### config.mk
export PLATFORM = sky130hd
export DESIGN_NAME = crc_stream_engine_flat
export DESIGN_NICKNAME = d
export VERILOG_FILES = /design/src/rtl/crc_stream_engine_if.sv /design/src/rtl/crc_stream_engine.sv /design/src/flat_wrapper.sv
export SDC_FILE = /design/constraint.sdc
export NUM_CORES = 1
export LEC_CHECK = 0
export CORE_MARGIN = 1.5
export CORE_UTILIZATION = 45
export DETAILED_ROUTE_END_ITERATION = 10
export PLACE_DENSITY = 0.75
export REMOVE_ABC_BUFFERS = 1
export SLEW_MARGIN = 20
export SYNTH_ARGS = -nofsm -noshare
export SYNTH_HDL_FRONTEND = slang
export SYNTH_SLANG_ARGS = --single-unit
### constraint.sdc
create_clock -name clk -period 1.6 [get_ports clk]
set_clock_uncertainty 0.1 [all_clocks]
set_input_delay 0.24 -clock clk [delete_from_list [all_inputs] [get_ports clk]]
set_output_delay 0.24 -clock clk [all_outputs]
set_load 0.03 [all_outputs]
### src/rtl/crc_stream_engine_if.sv
// Stream bundle for crc_stream_engine: input beats, framing controls,
// CRC append stream with backpressure, and frame result reporting.
interface crc_stream_engine_if #(
    parameter int DATA_W = 1,
    parameter int CRC_W  = 16
) ();
    logic              init;
    logic              enable;
    logic [DATA_W-1:0] data_in;
    logic              last;
    logic              append;
    logic              in_ready;
    logic              tx_valid;
    logic              tx_ready;
    logic [DATA_W-1:0] tx_data;
    logic [CRC_W-1:0]  crc_out;
    logic              crc_valid;
    logic              crc_match;

    // Producer / consumer side that feeds beats and drains the tx stream.
    modport master (
        output init, enable, data_in, last, append, tx_ready,
        input  in_ready, tx_valid, tx_data, crc_out, crc_valid, crc_match
    );

    // Engine side.
    modport slave (
        input  init, enable, data_in, last, append, tx_ready,
        output in_ready, tx_valid, tx_data, crc_out, crc_valid, crc_match
    );
endinterface

### src/rtl/crc_stream_engine.sv
// Parametrised CRC engine: absorbs DATA_W bits per beat (MSB first), reports
// the frame CRC and residue check, and optionally serialises the CRC onto a
// backpressured tx stream, most significant slice first.
module crc_stream_engine #(
    parameter int               CRC_W   = 16,
    parameter logic [CRC_W-1:0] POLY    = 16'h1021,
    parameter logic [CRC_W-1:0] INIT    = 16'hFFFF,
    parameter logic [CRC_W-1:0] XOR_OUT = 16'h0000,
    parameter logic [CRC_W-1:0] RESIDUE = 16'h0000,
    parameter int               DATA_W  = 1
) (
    input logic                 clk,
    input logic                 reset,
    crc_stream_engine_if.slave  bus
);

    localparam int N_SLICES = CRC_W / DATA_W;
    localparam int CNT_W    = (N_SLICES > 1) ? $clog2(N_SLICES) : 1;
    localparam logic [CNT_W-1:0] LAST_SLICE = CNT_W'(N_SLICES - 1);

    generate
        if (DATA_W < 1 || DATA_W > CRC_W || (CRC_W % DATA_W) != 0) begin : g_bad_data_w
            $error("crc_stream_engine: DATA_W must be in 1..CRC_W and divide CRC_W");
        end
    endgenerate

    typedef enum logic [1:0] {
        ST_RUN,
        ST_APPEND,
        ST_DONE
    } state_t;

    state_t           state, state_next;
    logic [CRC_W-1:0] crc_reg, crc_next;
    logic [CRC_W-1:0] tx_shift, tx_shift_next;
    logic [CNT_W-1:0] slice_cnt, slice_cnt_next;
    logic [CRC_W-1:0] crc_beat;

    // DATA_W unrolled LFSR steps, bit DATA_W-1 of the beat first.
    function automatic logic [CRC_W-1:0] crc_step(input logic [CRC_W-1:0] crc_in,
                                                  input logic [DATA_W-1:0] d);
        logic [CRC_W-1:0] c;
        logic             fb;
        c = crc_in;
        for (int i = DATA_W - 1; i >= 0; i--) begin
            fb = c[CRC_W-1] ^ d[i];
            c  = (c << 1) ^ (fb ? POLY : '0);
        end
        return c;
    endfunction

    assign crc_beat = crc_step(crc_reg, bus.data_in);

    // Next-state logic for the frame FSM, CRC register and tx serialiser.
    always_comb begin
        // NOTE: every variable gets a default first so no path can infer a latch.
        state_next     = state;
        crc_next       = crc_reg;
        tx_shift_next  = tx_shift;
        slice_cnt_next = slice_cnt;

        if (bus.init) begin
            // Restart wins over everything, including a beat in the same cycle.
            state_next     = ST_RUN;
            crc_next       = INIT;
            slice_cnt_next = '0;
        end else begin
            unique case (state)
                ST_RUN: begin
                    if (bus.enable) begin
                        crc_next = crc_beat;
                        if (bus.last) begin
                            if (bus.append) begin
                                tx_shift_next  = crc_beat ^ XOR_OUT;
                                slice_cnt_next = '0;
                                state_next     = ST_APPEND;
                            end else begin
                                state_next = ST_DONE;
                            end
                        end
                    end
                end
                ST_APPEND: begin
                    if (bus.tx_ready) begin
                        tx_shift_next = tx_shift << DATA_W;
                        if (slice_cnt == LAST_SLICE) begin
                            slice_cnt_next = '0;
                            state_next     = ST_DONE;
                        end else begin
                            slice_cnt_next = slice_cnt + CNT_W'(1);
                        end
                    end
                end
                ST_DONE: begin
                    crc_next   = INIT;
                    state_next = ST_RUN;
                end
                default: begin
                    state_next = ST_RUN;
                    crc_next   = INIT;
                end
            endcase
        end
    end

    // State registers with asynchronous active-low reset.
    always_ff @(posedge clk or negedge reset) begin
        if (!reset) begin
            state     <= ST_RUN;
            crc_reg   <= INIT;
            tx_shift  <= '0;
            slice_cnt <= '0;
        end else begin
            // NOTE: non-blocking updates so every register samples pre-edge values.
            state     <= state_next;
            crc_reg   <= crc_next;
            tx_shift  <= tx_shift_next;
            slice_cnt <= slice_cnt_next;
        end
    end

    // Outputs depend on state only, so a same-cycle init takes effect next cycle.
    assign bus.in_ready  = (state == ST_RUN);
    assign bus.tx_valid  = (state == ST_APPEND);
    assign bus.tx_data   = (state == ST_APPEND) ? tx_shift[CRC_W-1 -: DATA_W] : '0;
    assign bus.crc_out   = crc_reg ^ XOR_OUT;
    assign bus.crc_valid = (state == ST_DONE);
    assign bus.crc_match = (state == ST_DONE) && (crc_reg == RESIDUE);

endmodule

### src/flat_wrapper.sv
// flat-port wrapper written by rule: the top's interface ports become plain ports
module crc_stream_engine_flat 
#(
    parameter int               CRC_W   = 16,
    parameter logic [CRC_W-1:0] POLY    = 16'h1021,
    parameter logic [CRC_W-1:0] INIT    = 16'hFFFF,
    parameter logic [CRC_W-1:0] XOR_OUT = 16'h0000,
    parameter logic [CRC_W-1:0] RESIDUE = 16'h0000,
    parameter int               DATA_W  = 1
)
  (clk, reset, bus_init, bus_enable, bus_data_in, bus_last, bus_append, bus_tx_ready, bus_in_ready, bus_tx_valid, bus_tx_data, bus_crc_out, bus_crc_valid, bus_crc_match);
  crc_stream_engine_if #(.DATA_W(DATA_W), .CRC_W(CRC_W)) bus_i ();
  input logic clk;
  input logic reset;
  input wire logic [$bits(bus_i.init)-1:0] bus_init;
  input wire logic [$bits(bus_i.enable)-1:0] bus_enable;
  input wire logic [$bits(bus_i.data_in)-1:0] bus_data_in;
  input wire logic [$bits(bus_i.last)-1:0] bus_last;
  input wire logic [$bits(bus_i.append)-1:0] bus_append;
  input wire logic [$bits(bus_i.tx_ready)-1:0] bus_tx_ready;
  output wire logic [$bits(bus_i.in_ready)-1:0] bus_in_ready;
  output wire logic [$bits(bus_i.tx_valid)-1:0] bus_tx_valid;
  output wire logic [$bits(bus_i.tx_data)-1:0] bus_tx_data;
  output wire logic [$bits(bus_i.crc_out)-1:0] bus_crc_out;
  output wire logic [$bits(bus_i.crc_valid)-1:0] bus_crc_valid;
  output wire logic [$bits(bus_i.crc_match)-1:0] bus_crc_match;
  assign bus_i.init = bus_init;
  assign bus_i.enable = bus_enable;
  assign bus_i.data_in = bus_data_in;
  assign bus_i.last = bus_last;
  assign bus_i.append = bus_append;
  assign bus_i.tx_ready = bus_tx_ready;
  assign bus_in_ready = bus_i.in_ready;
  assign bus_tx_valid = bus_i.tx_valid;
  assign bus_tx_data = bus_i.tx_data;
  assign bus_crc_out = bus_i.crc_out;
  assign bus_crc_valid = bus_i.crc_valid;
  assign bus_crc_match = bus_i.crc_match;
  crc_stream_engine #(.CRC_W(CRC_W), .POLY(POLY), .INIT(INIT), .XOR_OUT(XOR_OUT), .RESIDUE(RESIDUE), .DATA_W(DATA_W)) u_core (.clk(clk), .reset(reset), .bus(bus_i));
endmodule
==> results.yml, run 1 <==
synthesis:
  synth.area.top_cells: "sky130_fd_sc_hd__dfrtp_1 28%, sky130_fd_sc_hd__dfstp_2 21%, sky130_fd_sc_hd__mux2_2 11%"
  post_synth_num_cell_types: 42
  synth.ff_latch_count: 38
  yosys_warnings: 0
  synth.largest_area_cell: "sky130_fd_sc_hd__dfrtp_1"
  syn-mean-instance-area_sq_um: 13.3
  syn-instance-count: 148
  yosysTopAreaCellShare: 0.279
  synth_sequential_area_ratio: 0.493
  synth_area_sq_um: 1970
die:
  rows: 23
  io_pins: 29
  die_height_um: 69.2
  core-area_sq_um: 4120
  die_x_um: 69.2
  design.die.area_sq_um: 4790
  starting_density: 0.479
timing:
  fmax_mhz: 550
  max-slew-margin-rel: 0.770
  hold_slack_ns: 0.203
  rsz_0062_raised_after_global_routing: "yes"
  finalCriticalPeriod_ns: 1.82
  timing.final.max_slew_violations: 0
  hold_violations: 0
  pin_slew_with_the_least_headroom_to_its_limit_ns: 0.345
  setup_slack_ns: -0.217
  final.period_utilization: 1.14
  finalSetupViolations: 17
placement:
  dp.cells: 244
  detailedPlacementHpwl_mm: 3.12
  dpl_cell_area_sq_um: 2450
  io_buffers: 28
  place_ws_ns: -0.274
  routabilityCongestion: 0.842
global_routing:
  largest_net_degree_at_the_start_of_global_routing: 39
  grt_pass1_vias: 1661
  grt_first_pass_wirelength_mm: 8.80
  grt_usage: 0.235
  grt.overflow.total: 0
  antenna_found_initial: 0
drt:
  remaining_drc_errors: 0
  drt-vias-per-instance: 5.78
  drt_iter0_markers: 109
  wl_per_cell_um: 20.2
  routed_wl_mm: 5.36
  total_via_count_after_detailed_routing: 1532
  router_iterations_before_antenna_repair: 4
  number_of_nets_with_antenna_violations_after_detailed_routing: 0
clock_network:
  count_of_clock_tree_sinks: 38
  tritoncts: "yes"
  path_clk_slew_ns: 0.08
  h-tree-depth: 2
  cts_buffers: 5
  maximum_buffer_depth_of_the_clock_tree: 2
  worstSkewPairLatency_ns: 0.29
  root_buffer: "sky130_fd_sc_hd__clkbuf_8"
finish:
  layout-area-overhead-vs-synth_pct: 45.2
  drive_gt1_frac: 0.605
  antenna-diode-count: 0
  fin_cells: 265
  finalInstanceArea_sq_um: 2860
  finish.net_count: 223
power_and_ir_drop:
  power.density_nw_per_um2: 827
  power.combinational.fraction: 0.221
  peakVddDrop_v: 0.000477
  power.share.clock: 0.288
  reg_power_frac: 0.491
  p_int_mw: 1.72
  leakage_nw: 1.28
  power.switching_fraction: 0.273
  p_sw_uw: 646
critical_path:
  critPathRequiredTime_ns: 1.26
  timing.setup.critical_path_class: "reg -> out"
  worstPathMaxFanout: 3
  arrival_ns: 1.48
  worst_setup_path_end_kind: "primary output"
  critical_path.startpoint_type: "register"
outcome:
  failed_checks: "negative setup slack"
  status: "finished, violations left"
job:
  cap_viol_max_count: 0
hold_path:
  worst_hold_path_type: "in -> async"
-- path summary, 6_finish.rpt --
| kind | startpoint | slack (ns) | endpoint | cells after the start |
|---|---|---|---|---|
| worst max-delay path | u_core.bus.crc_out[11] | -0.22 | bus_crc_match | 5 |
| worst min-delay path | reset | 0.20 | u_core.slice_cnt[1] | 2 |
| worst max register to register | u_core.state[0] | -0.08 | u_core.tx_shift[10] | 7 |
| worst min register to register | u_core.tx_shift[13] | 0.42 | u_core.tx_shift[13] | 1 |
| max in group asynchronous | reset | 0.93 | u_core.bus.crc_out[10] | 2 |
| min in group clk | u_core.tx_shift[13] | 0.42 | u_core.tx_shift[13] | 1 |
-- cell usage in the layout (no fill, tap or decap), types with 6 or more instances in the layout --
| master | netlist | layout |
|---|---|---|
| sky130_fd_sc_hd__buf_4 | 2 | 33 |
| sky130_fd_sc_hd__mux2_4 | 7 | 25 |
| sky130_fd_sc_hd__dfrtp_1 | 22 | 20 |
| sky130_fd_sc_hd__o22a_1 | 16 | 16 |
| sky130_fd_sc_hd__dfstp_2 | 16 | 16 |
| sky130_fd_sc_hd__buf_6 | 3 | 12 |
| sky130_fd_sc_hd__inv_1 | 8 | 7 |
| sky130_fd_sc_hd__clkdlybuf4s50_1 | 0 | 7 |
| sky130_fd_sc_hd__clkbuf_8 | 0 | 6 |
-- synth_stat cells, drive strengths merged --
library cell and n:
or3b 1, nor4bb 1, nand4 1, and3 2, inv 8, and4bb 1
nand3 3, nand2 4, a21boi 2, nor2 5, a21oi 1, a22o 1
o21ai 3, a221oi 1, mux2 26, o22a 16, xor2 1, xor3 2
a31o 1, mux2i 5, a2111oi 2, nand2b 1, nand3b 1, buf 7
nor4 5, clkbuf 1, ha 1, a31oi 2, and2b 1, dfrtp 22
a211o 1, nand4b 2, and2 1, dfstp 16
-- metrics by stage --
stage | setup TNS, ns | util | power, mW
floorplan | -6.92 | - | 1.38
global route | -2.16 | 0.695 | 2.47
global placement | -3.96 | 0.596 | 1.56
detailed placement | -5.74 | 0.596 | 1.58
finish | -1.17 | 0.695 | 2.37
CTS | -0.860 | 0.678 | 2.36
-- kinds of logic after synthesis --
| logic type | Yosys count | synth area share |
|---|---|---|
| flops | 38 | 0.493 |
| mux | 31 | 0.187 |
| compound gates | 30 | 0.128 |
| simple gates | 29 | 0.103 |
| buf+inv | 16 | 0.0546 |
| xor+xnor | 3 | 0.0286 |
| fa+ha+maj | 1 | 0.00635 |
-- worst max-delay path, stage by stage (launching register included) --
cell	delay [ns]
sky130_fd_sc_hd__dfstp_2	0.38
sky130_fd_sc_hd__buf_6	0.12
sky130_fd_sc_hd__nor4_4	0.27
sky130_fd_sc_hd__nand2_1	0.10
sky130_fd_sc_hd__nor2_2	0.16
sky130_fd_sc_hd__buf_6	0.15
-- final cells by class --
class | count | area, sq um
Tap cell | 50 | 62.6
Multi-Input combinational cell | 94 | 1070
Clock inverter | 1 | 5.00
Fill cell | 292 | 1250
Clock buffer | 7 | 86.3
Sequential cell | 38 | 973
Inverter | 8 | 32.5
Timing Repair Buffer | 67 | 632
-- sequential cells by signal, summed over array words and instances (netlist names) --
name	flops
u_core.bus.crc_out	16
u_core.tx_shift	16
u_core.slice_cnt	4
u_core.state	2
-- power groups by stage --
stage	Combinational [mW]	Clock, mW	Sequential [mW]
6_report	0.524	0.681	1.16
2_1_floorplan	0.222	0	1.16
5_1_grt	0.555	0.744	1.17
3_3_place_gp	0.408	0	1.15
4_1_cts	0.508	0.696	1.15
3_5_place_dp	0.425	0	1.16
-- layer usage --
metal / vias to the layer above / GRT usage / wire length [um]
met2: 49 / 0.401 / 2830
met3: 15 / 0.0552 / 239
met4: 0 / 0.0763 / 119
li1: 684 / - / -
met5: - / 0 / 0
met1: 784 / 0.295 / 2180
-- repair_timing --
item	in CTS	in global routing
setup buffers	9	8
pin swaps	2	11
gates cloned	2	0
setup endpoints to repair	25	30
hold buffers	0	0
hold endpoints to repair	0	0
resized for setup	52	35
(Power assumes the default switching activity.)
==> run 2, diff against run 1 <==
--- a/config.mk
+++ b/config.mk
@@ -9,7 +9,6 @@
 export CORE_UTILIZATION = 45
 export DETAILED_ROUTE_END_ITERATION = 10
 export PLACE_DENSITY = 0.75
-export REMOVE_ABC_BUFFERS = 1
 export SLEW_MARGIN = 20
 export SYNTH_ARGS = -nofsm -noshare
 export SYNTH_HDL_FRONTEND = slang
==> run 2 against run 1 <==
The run still ends with negative setup slack left. Core utilization is 1.2 points lower. Register-to-register slack worse by 0.02 ns. Total power is 0.36% lower. Sequential cell count stayed put. Count of clock-buffer cells in the layout stayed put. Global-route usage is 1.9 points lower. Critical path type unchanged. Critical endpoint unchanged. Largest power group unchanged.
==> results.yml, run 2 (synthesis gave the netlist of run 1 again) <==
outcome:
  status: "finished, violations left"
  failed_checks: "negative setup slack"
timing:
  rsz_0062_raised_after_global_routing: "yes"
  setup_slack_ns: -0.162
  pin_slew_with_the_least_headroom_to_its_limit_ns: 0.323
  timing.final.max_slew_violations: 0
  finalCriticalPeriod_ns: 1.76
  hold_violations: 0
  max-slew-margin-rel: 0.784
  finalSetupViolations: 17
  fmax_mhz: 568
  final.period_utilization: 1.10
finish:
  drive_gt1_frac: 0.591
  mostFrequentLayoutCell: "sky130_fd_sc_hd__buf_4"
  layout-area-overhead-vs-synth_pct: 42.7
  antenna-diode-count: 0
  finalInstanceArea_sq_um: 2810
  layout_common_cells: "35 x sky130_fd_sc_hd__buf_4, 22 x sky130_fd_sc_hd__dfrtp_1, 16 x sky130_fd_sc_hd__o22a_1, 16 x sky130_fd_sc_hd__dfstp_2"
  finish.net_count: 223
die:
  rows: 23
  design.die.area_sq_um: 4790
  starting_density: 0.479
  core-area_sq_um: 4120
  die_x_um: 69.2
  io_pins: 29
  die_height_um: 69.2
critical_path:
  critPathRequiredTime_ns: 1.26
  critical-path-max-stage-delay_ns: 0.37
  worst_setup_path_end_kind: "primary output"
  timing.rr.end: "u_core.slice_cnt[3]"
  r2r.worst_path.cells: 6
  worst_r2r_startpoint: "u_core.state[0]"
  critical_path.startpoint_type: "register"
  slowest_stage: "sky130_fd_sc_hd__dfstp_2"
  arrival_ns: 1.42
  regToRegSetupSlack_ns: -0.10
  critical_path_cell_list: "buf_4 > nor4_4 > nand2_2 > nor2_2 > buf_6"
  worstPathMaxFanout: 3
  timing.setup.critical_path_class: "reg -> out"
clock_network:
  root_buffer: "sky130_fd_sc_hd__clkbuf_8"
  h-tree-depth: 2
  path_clk_slew_ns: 0.07
  cts_buffers: 5
  holdBufCountCts: 0
  tritoncts: "yes"
  worstSkewPairLatency_ns: 0.29
  count_of_clock_tree_sinks: 38
  maximum_buffer_depth_of_the_clock_tree: 2
placement:
  io_buffers: 28
  dpl_cell_area_sq_um: 2460
  routabilityCongestion: 0.843
  place_ws_ns: -0.269
  detailedPlacementHpwl_mm: 3.09
drt:
  drt_iter0_markers: 90
  router_iterations_before_antenna_repair: 4
  remaining_drc_errors: 0
  drt-vias-per-instance: 5.67
  wl_per_cell_um: 19.6
  total_via_count_after_detailed_routing: 1502
  number_of_nets_with_antenna_violations_after_detailed_routing: 0
  routed_wl_mm: 5.20
global_routing:
  grt_usage: 0.215
  antenna_found_initial: 0
  grt.overflow.total: 0
  grt_pass1_vias: 1601
  largest_net_degree_at_the_start_of_global_routing: 39
  grt_first_pass_wirelength_mm: 8.06
hold_path:
  worst_hold_path_type: "in -> async"
power_and_ir_drop:
  power.density_nw_per_um2: 838
  leakage_nw: 1.21
  post-layout-total-power_mw: 2.36
  peakVddDrop_v: 0.000830
synthesis:
  nets_in_the_synthesized_netlist: 157
job:
  cap_viol_max_count: 0
run 2: per-stage QoR:
step	setup TNS [ns]	instances	hold WS, ns	util
2_1_floorplan	-0.150	148	-0.156	-
3_3_place_gp	-3.73	246	0.386	0.598
3_5_place_dp	-4.67	246	0.398	0.598
4_1_cts	-0.552	264	0.230	0.674
5_1_grt	-1.69	265	0.234	0.683
6_report	-0.766	265	0.217	0.683
run 2: worst max-delay path, delay by kind of cell, from the launching register on:
kind,cells,cell delay (ns)
buffers and inverters,2,0.29
DFF,1,0.37
and+or+nand+nor,3,0.47
run 2: power by group:
part	switching (mW)	internal, mW
sequential	0.0774	1.07
clock	0.354	0.348
combinational	0.222	0.282
run 2: layout make-up:
cell class,count,area [sq um]
Timing Repair Buffer,67,628
Sequential cell,38,971
Multi-Input combinational cell,94,1030
Fill cell,288,1300
Tap cell,50,62.6
Clock buffer,7,86.3
Inverter,8,33.8
Clock inverter,1,5.00
run 2: worst max-delay path by stage:
stage                           start                   to  slack [ns]
4_1_cts               u_core.state[0]        bus_crc_match       -0.13
6_report       u_core.bus.crc_out[11]        bus_crc_match       -0.16
3_5_place_dp                 bus_init  u_core.slice_cnt[3]       -0.27
3_3_place_gp                 bus_last  u_core.tx_shift[15]       -0.20
5_1_grt         u_core.bus.crc_out[9]        bus_crc_match       -0.20
2_1_floorplan         u_core.state[0]  u_core.tx_shift[11]       -0.02
run 2: timing repair:
action | 4_1_cts | 5_1_grt
buffers inserted | 9 | 3
cloned | 1 | 0
endpoints found under the hold margin | 0 | 0
gates resized for setup | 45 | 17
setup endpoints to repair | 23 | 25
pin swaps | 2 | 10
run 2: per-layer routing:
layer,up-vias,GRT usage,routed length (um)
met5,-,0,0
met4,0,0.109,131
met3,8,0.0596,198
met2,33,0.346,2670
met1,773,0.265,2200
li1,688,-,-
==> run 3, diff against run 2 <==
--- a/config.mk
+++ b/config.mk
@@ -6,9 +6,9 @@
 export NUM_CORES = 1
 export LEC_CHECK = 0
 export CORE_MARGIN = 1.5
-export CORE_UTILIZATION = 45
+export CORE_UTILIZATION = 31
 export DETAILED_ROUTE_END_ITERATION = 10
-export PLACE_DENSITY = 0.75
+export PLACE_DENSITY = 0.56
 export SLEW_MARGIN = 20
 export SYNTH_ARGS = -nofsm -noshare
 export SYNTH_HDL_FRONTEND = slang
==> run 3 against run 2 <==
The flow still finishes with violations (negative setup slack). Via count shrank 4.0%. Combinational power grew 3%. Register-to-register slack lost 0.10 ns. Core utilization shrank 21 points. First-iteration DRC count is the same. Largest power group unchanged.
==> results.yml, run 3 (synthesis gave the netlist of run 1 again) <==
outcome:
  status: "finished, violations left"
  failed_checks: "negative setup slack"
hold_path:
  worst_hold_path_type: "in -> async"
drt:
  wl_per_cell_um: 16.7
  remaining_drc_errors: 0
  router_iterations_before_antenna_repair: 4
  total_via_count_after_detailed_routing: 1442
  number_of_nets_with_antenna_violations_after_detailed_routing: 0
  routed_wl_mm: 4.85
  drt_iter0_markers: 90
  drt-vias-per-instance: 4.97
timing:
  finalSetupViolations: 34
  final.period_utilization: 1.12
  max-slew-margin-rel: 0.801
  hold_slack_ns: 0.228
  rsz_0062_raised_after_global_routing: "yes"
  hold_violations: 0
  timing.final.max_slew_violations: 0
  fmax_mhz: 556
  pin_slew_with_the_least_headroom_to_its_limit_ns: 0.296
  finalCriticalPeriod_ns: 1.80
  setup_slack_ns: -0.200
critical_path:
  arrival_ns: 1.87
  critical_path.startpoint_type: "register"
  timing.setup.critical_path_class: "reg -> reg"
  slowest_stage: "sky130_fd_sc_hd__dfrtp_1"
  critical-path-max-stage-delay_ns: 0.41
  critPathLaunch: "u_core.state[1]"
  worst_setup_path_end_kind: "register"
  worst_r2r_startpoint: "u_core.state[1]"
  worstPathMaxFanout: 8
  regToRegSetupSlack_ns: -0.20
  critPathRequiredTime_ns: 1.67
  cp_common_cell: "sky130_fd_sc_hd__buf_6"
  critical_path_buf_inv_count: 3
  crit_family: "buffers and inverters"
  critical_path_cell_list: "buf_6 > buf_6 > nor2_4 > a21boi_4 > buf_12 > mux2_2"
clock_network:
  h-tree-depth: 2
  tritoncts: "yes"
  maximum_buffer_depth_of_the_clock_tree: 2
  path_clk_slew_ns: 0.08
  root_buffer: "sky130_fd_sc_hd__clkbuf_8"
  cts_buffers: 5
  holdBufCountCts: 0
  count_of_clock_tree_sinks: 38
  worstSkewPairLatency_ns: 0.29
finish:
  layout-area-overhead-vs-synth_pct: 45.1
  finish.net_count: 223
  mostFrequentLayoutCell: "sky130_fd_sc_hd__buf_4"
  antenna-diode-count: 0
  layout_common_cells: "31 x sky130_fd_sc_hd__buf_4, 22 x sky130_fd_sc_hd__dfrtp_1, 17 x sky130_fd_sc_hd__buf_6"
  drive_gt1_frac: 0.581
placement:
  detailedPlacementHpwl_mm: 3.10
  io_buffers: 28
  routabilityCongestion: 0.871
  place_ws_ns: -0.298
power_and_ir_drop:
  p_int_mw: 1.72
  power.switching_fraction: 0.270
  peakVddDrop_v: 0.000356
  power.combinational.fraction: 0.221
  power.density_nw_per_um2: 822
  p_sw_uw: 634
  post-layout-total-power_mw: 2.35
  power.share.clock: 0.295
  reg_power_frac: 0.485
  leakage_nw: 1.18
die:
  die_x_um: 82.7
  design.die.area_sq_um: 6840
  rows: 28
  io_pins: 29
  starting_density: 0.327
  die_height_um: 82.7
  core-area_sq_um: 6030
global_routing:
  grt_first_pass_wirelength_mm: 7.47
  grt_usage: 0.150
  antenna_found_initial: 0
  grt_pass1_vias: 1395
  largest_net_degree_at_the_start_of_global_routing: 39
  grt.overflow.total: 0
job:
  cap_viol_max_count: 0
synthesis:
  nets_in_the_synthesized_netlist: 157
-- run 3: changes by cell type in the layout (fill, tap and decap cells not counted), moves of 2 or more --
cell                              before  now
sky130_fd_sc_hd__buf_8                 3    1
sky130_fd_sc_hd__buf_12                2    4
sky130_fd_sc_hd__buf_4                35   31
sky130_fd_sc_hd__nor4_1                1    3
sky130_fd_sc_hd__nor4_4                3    0
sky130_fd_sc_hd__buf_6                12   17
sky130_fd_sc_hd__clkdlybuf4s15_2       3    1
-- run 3: what timing repair did --
action,in CTS,in global routing
pin swaps,4,7
endpoints found under the setup margin,22,45
gates resized for setup,35,21
cloned,0,2
setup buffers,12,2
-- run 3: final timing paths --
kind                                           to  cells after the start
min                            u_core.tx_shift[1]                      2
max                            u_core.tx_shift[9]                      6
max reg2reg                    u_core.tx_shift[9]                      6
max in group asynchronous  u_core.bus.crc_out[10]                      2
min reg2reg                    u_core.tx_shift[9]                      1
min in group clk               u_core.tx_shift[9]                      1
-- run 3: cell type report --
type                    count  area (sq um)
well taps                  75          93.8
multi-input cells          94           998
clock inverters             2          12.5
repair buffers             67           668
fillers                   533          3170
inverters                   8          33.8
clock buffers               6          82.6
flip-flops and latches     38           971
-- run 3: metal layers --
metal  global-route usage  wire length (um)  up-vias
li1                     -                 -      684
met1                0.202              2220      732
met2                0.233              2460       21
met3               0.0308               111        5
met4               0.0600                56        0
met5                    0                 0        -
-- run 3: power by group through the flow --
stage,combinational (mW),sequential [mW],clock [mW]
6_report,0.519,1.14,0.693
4_1_cts,0.482,1.14,0.725
5_1_grt,0.558,1.15,0.765
3_5_place_dp,0.418,1.15,0
2_1_floorplan,0.249,1.15,0
3_3_place_gp,0.404,1.15,0
-- run 3: metrics by stage --
step	utilization	TNS (ns)	area [sq um]	cells
after global routing	0.475	-5.32	2860	290
after CTS	0.457	-3.96	2760	287
after global placement	0.410	-4.49	2470	267
final	0.475	-3.60	2860	290
after detailed placement	0.410	-6.07	2470	267
after floorplan	-	-0.150	1980	148
